[src/rtl/error_flag_if.sv]
// Sample/flag bus between the error source and error_flag_generator.
// The master side drives samples and start; the slave side publishes flags and status.
interface error_flag_if #(
  parameter int NUM_OUTPUTS = 34,
  parameter int DATA_W      = 32,
  parameter int IDX_W       = 6,
  parameter int EPOCH_W     = 16
);
  logic                   start;
  logic [DATA_W-1:0]      threshold;
  logic                   err_valid;
  logic [IDX_W-1:0]       err_index;
  logic [DATA_W-1:0]      err_value;
  logic [NUM_OUTPUTS-1:0] SQUARED_ERROR;
  logic                   flags_valid;
  logic                   busy;
  logic                   sweep_error;
  logic [EPOCH_W-1:0]     epoch_count;
  logic                   epoch_cap_hit;

  modport master (
    output start, threshold, err_valid, err_index, err_value,
    input  SQUARED_ERROR, flags_valid, busy, sweep_error, epoch_count, epoch_cap_hit
  );

  modport slave (
    input  start, threshold, err_valid, err_index, err_value,
    output SQUARED_ERROR, flags_valid, busy, sweep_error, epoch_count, epoch_cap_hit
  );
endinterface

[src/rtl/error_flag_generator.sv]
// Collects an in-order sweep of squared-error samples, flags outputs above threshold
// and publishes the flag vector. Optional epoch cap enabled by macro EPOCH_CAP_EN.
module error_flag_generator #(
  parameter int NUM_OUTPUTS = 34,
  parameter int DATA_W      = 32,
  parameter int IDX_W       = 6,
  parameter int MAX_EPOCHS  = 1000,
  parameter int EPOCH_W     = 16
) (
  input  logic       clk,
  input  logic       rst,
  error_flag_if.slave bus
);

  typedef enum logic [1:0] {IDLE, COLLECT, PUBLISH} state_t;

  localparam logic [IDX_W-1:0] LAST_IDX = IDX_W'(NUM_OUTPUTS - 1);

  state_t                 state_reg, state_next;
  logic [NUM_OUTPUTS-1:0] work_reg, work_next;
  logic [NUM_OUTPUTS-1:0] sq_reg, sq_next;
  logic [NUM_OUTPUTS-1:0] hit_vec;
  logic [IDX_W-1:0]       expected_reg, expected_next;
  logic [DATA_W-1:0]      thr_reg, thr_next;
  logic                   fv_reg, fv_next;
  logic                   serr_reg, serr_next;
  logic                   accept;
  logic                   over;
  logic                   force_zero;

  // start takes priority over a same-cycle sample, so it blocks acceptance
  assign accept = (state_reg == COLLECT) && bus.err_valid && !bus.start &&
                  (bus.err_index == expected_reg);
  assign over   = bus.err_value > thr_reg;

  genvar gi;
  generate
    for (gi = 0; gi < NUM_OUTPUTS; gi++) begin : g_hit
      assign hit_vec[gi] = accept && (expected_reg == IDX_W'(gi));
    end
  endgenerate

`ifdef EPOCH_CAP_EN
  logic [EPOCH_W-1:0] epoch_reg;
  logic               cap_reg;

  assign force_zero = cap_reg || (epoch_reg == EPOCH_W'(MAX_EPOCHS - 1));

  always_ff @(posedge clk or posedge rst) begin
    if (rst) begin
      epoch_reg <= '0;
      cap_reg   <= 1'b0;
    end else if (state_reg == PUBLISH && !cap_reg) begin
      epoch_reg <= epoch_reg + 1'b1;
      if (epoch_reg == EPOCH_W'(MAX_EPOCHS - 1))
        cap_reg <= 1'b1;
    end
  end

  assign bus.epoch_count   = epoch_reg;
  assign bus.epoch_cap_hit = cap_reg;
`else
  assign force_zero        = 1'b0;
  assign bus.epoch_count   = '0;
  // constant low for any legal cap value; the cap has no effect in this build
  assign bus.epoch_cap_hit = (MAX_EPOCHS < 0);
`endif

  always_ff @(posedge clk or posedge rst) begin
    if (rst)
      state_reg <= IDLE;
    else
      state_reg <= state_next;
  end

  always_comb begin
    state_next    = state_reg;
    work_next     = work_reg;
    expected_next = expected_reg;
    thr_next      = thr_reg;
    sq_next       = sq_reg;
    fv_next       = 1'b0;
    serr_next     = serr_reg;
    case (state_reg)
      IDLE: begin
        if (bus.start) begin
          state_next    = COLLECT;
          work_next     = '0;
          expected_next = '0;
          serr_next     = 1'b0;
          thr_next      = bus.threshold;
        end
      end
      COLLECT: begin
        if (bus.start) begin
          work_next     = '0;
          expected_next = '0;
          serr_next     = 1'b0;
          thr_next      = bus.threshold;
        end else if (bus.err_valid) begin
          if (accept) begin
            work_next     = (work_reg & ~hit_vec) | (hit_vec & {NUM_OUTPUTS{over}});
            expected_next = expected_reg + 1'b1;
            if (expected_reg == LAST_IDX)
              state_next = PUBLISH;
          end else begin
            serr_next = 1'b1;
          end
        end
      end
      PUBLISH: begin
        sq_next    = force_zero ? '0 : work_reg;
        fv_next    = 1'b1;
        state_next = IDLE;
      end
      default: state_next = IDLE;
    endcase
  end

  // published vector resets to all ones so nothing reads as converged
  always_ff @(posedge clk or posedge rst) begin
    if (rst) begin
      work_reg     <= '0;
      expected_reg <= '0;
      thr_reg      <= '0;
      sq_reg       <= '1;
      fv_reg       <= 1'b0;
      serr_reg     <= 1'b0;
    end else begin
      work_reg     <= work_next;
      expected_reg <= expected_next;
      thr_reg      <= thr_next;
      sq_reg       <= sq_next;
      fv_reg       <= fv_next;
      serr_reg     <= serr_next;
    end
  end

  assign bus.SQUARED_ERROR = sq_reg;
  assign bus.flags_valid   = fv_reg;
  assign bus.sweep_error   = serr_reg;
  assign bus.busy          = (state_reg != IDLE);

endmodule

[src/flat_wrapper.sv]
// flat-port wrapper written by rule: the top's interface ports become plain ports
module error_flag_generator_flat 
#(
  parameter int NUM_OUTPUTS = 34,
  parameter int DATA_W      = 32,
  parameter int IDX_W       = 6,
  parameter int MAX_EPOCHS  = 1000,
  parameter int EPOCH_W     = 16
)
  (clk, rst, bus_start, bus_threshold, bus_err_valid, bus_err_index, bus_err_value, bus_SQUARED_ERROR, bus_flags_valid, bus_busy, bus_sweep_error, bus_epoch_count, bus_epoch_cap_hit);
  error_flag_if #(.NUM_OUTPUTS(NUM_OUTPUTS), .DATA_W(DATA_W), .IDX_W(IDX_W), .EPOCH_W(EPOCH_W)) bus_i ();
  input  logic clk;
  input  logic rst;
  input wire logic [$bits(bus_i.start)-1:0] bus_start;
  input wire logic [$bits(bus_i.threshold)-1:0] bus_threshold;
  input wire logic [$bits(bus_i.err_valid)-1:0] bus_err_valid;
  input wire logic [$bits(bus_i.err_index)-1:0] bus_err_index;
  input wire logic [$bits(bus_i.err_value)-1:0] bus_err_value;
  output wire logic [$bits(bus_i.SQUARED_ERROR)-1:0] bus_SQUARED_ERROR;
  output wire logic [$bits(bus_i.flags_valid)-1:0] bus_flags_valid;
  output wire logic [$bits(bus_i.busy)-1:0] bus_busy;
  output wire logic [$bits(bus_i.sweep_error)-1:0] bus_sweep_error;
  output wire logic [$bits(bus_i.epoch_count)-1:0] bus_epoch_count;
  output wire logic [$bits(bus_i.epoch_cap_hit)-1:0] bus_epoch_cap_hit;
  assign bus_i.start = bus_start;
  assign bus_i.threshold = bus_threshold;
  assign bus_i.err_valid = bus_err_valid;
  assign bus_i.err_index = bus_err_index;
  assign bus_i.err_value = bus_err_value;
  assign bus_SQUARED_ERROR = bus_i.SQUARED_ERROR;
  assign bus_flags_valid = bus_i.flags_valid;
  assign bus_busy = bus_i.busy;
  assign bus_sweep_error = bus_i.sweep_error;
  assign bus_epoch_count = bus_i.epoch_count;
  assign bus_epoch_cap_hit = bus_i.epoch_cap_hit;
  error_flag_generator #(.NUM_OUTPUTS(NUM_OUTPUTS), .DATA_W(DATA_W), .IDX_W(IDX_W), .MAX_EPOCHS(MAX_EPOCHS), .EPOCH_W(EPOCH_W)) u_core (.clk(clk), .rst(rst), .bus(bus_i));
endmodule
[config.mk]
export PLATFORM = sky130hd
export DESIGN_NAME = error_flag_generator_flat
export DESIGN_NICKNAME = d
export VERILOG_FILES = /design/src/rtl/error_flag_if.sv /design/src/rtl/error_flag_generator.sv /design/src/flat_wrapper.sv
export SDC_FILE = /design/constraint.sdc
export NUM_CORES = 1
export LEC_CHECK = 0
export CORE_MARGIN = 2
export CORE_UTILIZATION = 35
export CTS_CLUSTER_SIZE = 10
export DETAILED_ROUTE_END_ITERATION = 10
export SLEW_MARGIN = 20
export SYNTH_ARGS = -nofsm -noshare
export SYNTH_HDL_FRONTEND = slang
export SYNTH_SLANG_ARGS = --single-unit
[constraint.sdc]
create_clock -name clk -period 3.5 [get_ports clk]
set_input_delay 0.7 -clock clk [delete_from_list [all_inputs] [get_ports clk]]
set_output_delay 0.7 -clock clk [all_outputs]
set_load 0.005 [all_outputs]
Yosys cells after proc, flatten, opt, wreduce, memory -nomap -nowiden:

Index checks and enable logic that the tools add are counted.

* muxes and demuxes: 22
* add/subtract/negate cells: 1
* $lt $le $gt $ge: 1
* reductions and logical operators: 47
* bitwise logic cells: 4
* eq/ne operators: 44

Operators by type and width (count)
* 34-bit 2-to-1 mux: 4
* 6-bit by 5-bit equality test with 1-bit output, second input constant: 16
* 34-bit bitwise AND: 2
* 34-bit case mux with 2 select lines: 1
* 6-bit by 4-bit equality test with 1-bit output, second input constant: 8
* 1-bit logical AND: 37
* 34-bit NOT: 1
* 34-bit OR: 1
* 32-bit greater-than comparator: 1
* 6-bit by 3-bit equality test with 1-bit output, second input constant: 4
* 6-bit 2-to-1 mux: 4
* 6-bit by 2-bit equality test with 1-bit output, second input constant: 2
* 6-bit equality test, second input constant: 2
* 6-bit case mux with 2 select lines: 1
* 2-bit 2-to-1 mux: 5
* 2-bit inequality test, second input constant: 4
* 4-bit AND reduction: 2
* 6-bit by 1-bit adder with 6-bit output, second input constant: 1
* 6-bit by 1-bit equality test with 1-bit output, second input constant: 1
* 6-bit equality test: 1
* 6-bit logical NOT: 1
* 3-bit inequality test, second input constant: 2
* 1-bit 2-to-1 mux: 5
* 5-bit AND reduction: 1
* other kinds (11): 12

* bits in registers: 110
* word-level logic and storage cells: 126
* output and inout port bits: 54

Longest topological paths before layout:

* depth after elaboration: 12
* gate-level depth with buffers: 9
* mapped depth without buffers: 8

Least setup slack after synthesis:

No wires, ideal clock.

* path kind: input to register
* from: input bus_err_value[30]
* to: register u_core.work_reg[30]
* path buffers: 1
* setup time: 0.096 ns
* arrival: 2.332 ns
* data required time: 3.404 ns
* setup slack: 1.071 ns
* stages on the path: 8
* cell sequence: ha_1 > nand4_1 > nor4_1 > nand2b_1 > a31oi_1 > a21oi_1 > buf_2 > o31ai_1

* cells in the longest elaborated chain, start to end: 7

RTL lines
* start, declared: RTL line flat_wrapper.sv:18 `input wire logic [$bits(bus_i.err_value)-1:0] bus_err_value;`
* 32-bit greater-than comparator: RTL line error_flag_generator.sv:34 `assign over = bus.err_value > thr_reg;`
* 34-bit bitwise AND: RTL line error_flag_generator.sv:102 `work_next = (work_reg & ~hit_vec) | (hit_vec & {NUM_OUTPUTS{over}});`
* 34-bit OR: RTL line error_flag_generator.sv:102
* 34-bit 2-to-1 mux: RTL line error_flag_generator.sv:101 `if (accept) begin`
* 34-bit 2-to-1 mux: RTL line error_flag_generator.sv:100 `end else if (bus.err_valid) begin`
* 34-bit 2-to-1 mux: RTL line error_flag_generator.sv:95 `if (bus.start) begin`
* 34-bit case mux with 2 select lines: RTL line error_flag_generator.sv:84 `case (state_reg)`
* end signal, assigned: RTL line error_flag_generator.sv:130 `work_reg <= work_next;`
* end, declared: RTL line error_flag_generator.sv:20 `logic [NUM_OUTPUTS-1:0] work_reg, work_next;`

No other way between the ends. The select of a mux whose other input is x is not followed.
A chain may end at the register's enable or synchronous reset.

Final worst setup path:

* from: input bus_err_value[30]
* to: register u_core.work_reg[18]

Same word-level chain as after synthesis.

==> results.sh <==
export IMPL_status="complete, no violations"
export IMPL_die_x_um=130
export IMPL_cellPowerDensity_mw_per_mm2=367
export IMPL_gr_total_overflow=0
export IMPL_coreArea_mm2=0.0153
export IMPL_critPathMaxFanout=21
export IMPL_slew_headroom_pct=41.8
export IMPL_drv_slew=0
export IMPL_reg2reg_depth=9
export IMPL_final_common_cell="clkdlybuf4s50_1"
export IMPL_whs_path_depth=2
export IMPL_grt_pass1_vias=4124
export IMPL_dieArea_mm2=0.0168
export IMPL_vias=4084
export IMPL_dp_hpwl_mm=9.31
export IMPL_row_count=45
export IMPL_cts_tree="yes"
export IMPL_worstHoldStart="u_core.thr_reg[0]"
export IMPL_clk_latency_ns=0.34
export IMPL_start_kind="primary input"
export IMPL_crit_path_max_incr_delay_ns=0.49
export IMPL_rsz0062_at_grt="false"
export IMPL_async_flop_share_pct=100
export IMPL_worstPathCellList="clkdlybuf4s50_1 -> ha_1 -> nand4_1 -> nor4_1 -> nand2b_1 -> a31oi_1 -> a21oi_1 -> buf_4 -> o31ai_1"
export IMPL_critPathRequiredTime_ns=3.74
export IMPL_leakagePower_nw=3.01
export IMPL_antenna_found_initial=0
export IMPL_diodes=0
export IMPL_finClkSkew_ns=0.00707
export IMPL_postSynthAreaPerCell_um2=10.6
export IMPL_startpoint="bus_err_value[30]"
export IMPL_placed_area_mm2=0.00686
export IMPL_crit_cells=9
export IMPL_ys_flop_type="dfrtp_1"
export IMPL_fmax_mhz=355
export IMPL_first_pass_iters=6
export IMPL_drt_initial_drc_count=219
export IMPL_cp_data_arrival_time_ns=3.05
export IMPL_via_per_inst=4.84
export IMPL_drv_cap=0
export IMPL_vdd_drop_max_mv=0.263
export IMPL_ctsHoldBuffers=0
export IMPL_setup_tns_ns=0
export IMPL_postCtsSetupBuffers=0
export IMPL_clk_path_buf_depth=2
export IMPL_netlist_instances=521
export IMPL_crit_path_end_kind="flop"
export IMPL_crit_buf_inv=2
export IMPL_num_io_pins=128
export IMPL_fillers=1474
export IMPL_critPathSlowestCell="nor4_1"
export IMPL_grt_max_degree=53
export IMPL_fin_util_pct=46.5
export IMPL_port_buffers=110
export IMPL_hold_class="reg -> reg"
export IMPL_cts_sinks=110
export IMPL_ant_nets=0
export IMPL_synth_cell_types=41
export IMPL_globalplace_congestion=0.858
export IMPL_ys_seq_elements=110
export IMPL_ys_warnings_count=0
export IMPL_post_route_period_util_pct=80.5
export IMPL_tightest_slew_ns=0.871
export IMPL_final_setup_viol_count=0
export IMPL_drt_total_wl_mm=12.5
export IMPL_die_y_um=130
export IMPL_wl_per_cell_um=14.8
export IMPL_hold_viol_final=0
export IMPL_r2r_start="u_core.thr_reg[23]"
export IMPL_synth_cell_area_mm2=0.00553
export IMPL_path_clk_slew_ns=0.07
export IMPL_final_area_mm2=0.00713
export IMPL_cts_resized=0
export IMPL_drive_above_1_share_pct=15.8
export IMPL_grt_pass1_wl_mm=20.7
export IMPL_htreeDepth=3
export IMPL_root_buffer="clkbuf_16"
export IMPL_grtUsageTotal_pct=15.6
export IMPL_mostFrequentLayoutCells="clkdlybuf4s50_1, dfrtp_1, nand2_1"
export IMPL_period_minus_slack_ns=2.82
export IMPL_cp_top_family="simple AND/OR/NAND/NOR gates"
export IMPL_floorplan_initialDensity_pct=36.1
export IMPL_ys_seq_area_share_pct=50.5
export IMPL_critical_path_class="in -> reg"
export IMPL_synth_edf_count=0
export IMPL_final_nets=739
export IMPL_cts_buffers=9
export IMPL_post_route_drc_count=0
export IMPL_area_growth_syn_to_layout_pct=28.8
## through the flow
stage | cells | hold WS (ns) | worst slack, ns | power (W)
after floorplan | 537 | 0.450 | 1.07 | 0.00152
after global placement | 829 | 0.480 | 0.376 | 0.00165
final | 843 | 0.506 | 0.683 | 0.00262
after global routing | 843 | 0.535 | 0.486 | 0.00275
after CTS | 843 | 0.504 | 0.684 | 0.00266
after detailed placement | 829 | 0.487 | 0.326 | 0.00166
## area by class of cell
cell class                 instances  area (um2)  area share, %
tap                              211         264           3.70
clock buffer                      11         233           3.26
inverter                          38         146           2.05
clock inverter                     3        40.0          0.562
sequential                       110        2800           39.2
multi-input combinational        348        2430           34.1
timing repair buffer             122        1220           17.1
## Yosys cell counts (5+ instances only)
master    count  area share (%)
inv_1        38             2.6
nand4_1      10             1.1
o21ai_0      37             3.3
ha_1         36             8.1
xor2_1        5            0.79
a21oi_1      15             1.4
o31ai_1      21             2.8
nor2_1       26             1.8
clkbuf_1     17             1.2
dfrtp_1      76              34
o22ai_1      12             1.4
mux2_2       34             6.9
nand2_1      54             3.7
nand3_1      10            0.90
mux2i_1      13             2.4
buf_4        17             2.3
dfstp_2      34              16
o211ai_1     23             3.1
## worst register-to-register path: cells and delay by family (launching register included)
family / cells / cell delay (ns)
adder cells (fa/ha/maj): 1 / 0.31
AND/OR/NAND/NOR: 3 / 0.75
flip-flops: 1 / 0.34
buffers and inverters: 2 / 0.31
AO/OA/AOI/OAI: 3 / 0.62
## per-layer routing
metal  wire (um)  GRT usage (%)  part of all wire (%)
met4         134           4.17                   1.1
met2        5890           25.2                    47
met5           0              0                     0
met1        5660           20.5                    45
met3         787           4.55                   6.3
## worst paths after layout
check                                    endpoint  slack [ns]
setup / recovery              u_core.work_reg[18]        0.68
hold / removal                  u_core.thr_reg[0]        0.51
setup reg to reg              u_core.work_reg[18]        1.08
hold reg to reg                 u_core.thr_reg[0]        0.51
max in group asynchronous       u_core.thr_reg[4]        2.08
min in group asynchronous  u_core.expected_reg[3]        0.75
## power breakdown
group          switching (W)  leakage (nW)  internal (W)
Clock               0.000433         0.135      0.000546
Sequential        0.00000990          1.35       0.00131
Combinational       0.000171          1.53      0.000151
## cells by family (layout without fill, tap and decap cells)
logic type / count (synthesis) / count (layout) / synth area share [%]
AOI/OAI and AO/OA: 116 / 116 / 13.2
xor gates and xnor gates: 9 / 9 / 1.42
adders and majority gates: 36 / 36 / 8.14
buffers and inverters: 79 / 174 / 6.74
DFF: 110 / 110 / 50.5
muxes: 47 / 47 / 9.27
other: 1 / 17 / 0.0678
and+or+nand+nor: 123 / 123 / 10.6
Power figures use the tool's default switching activity.
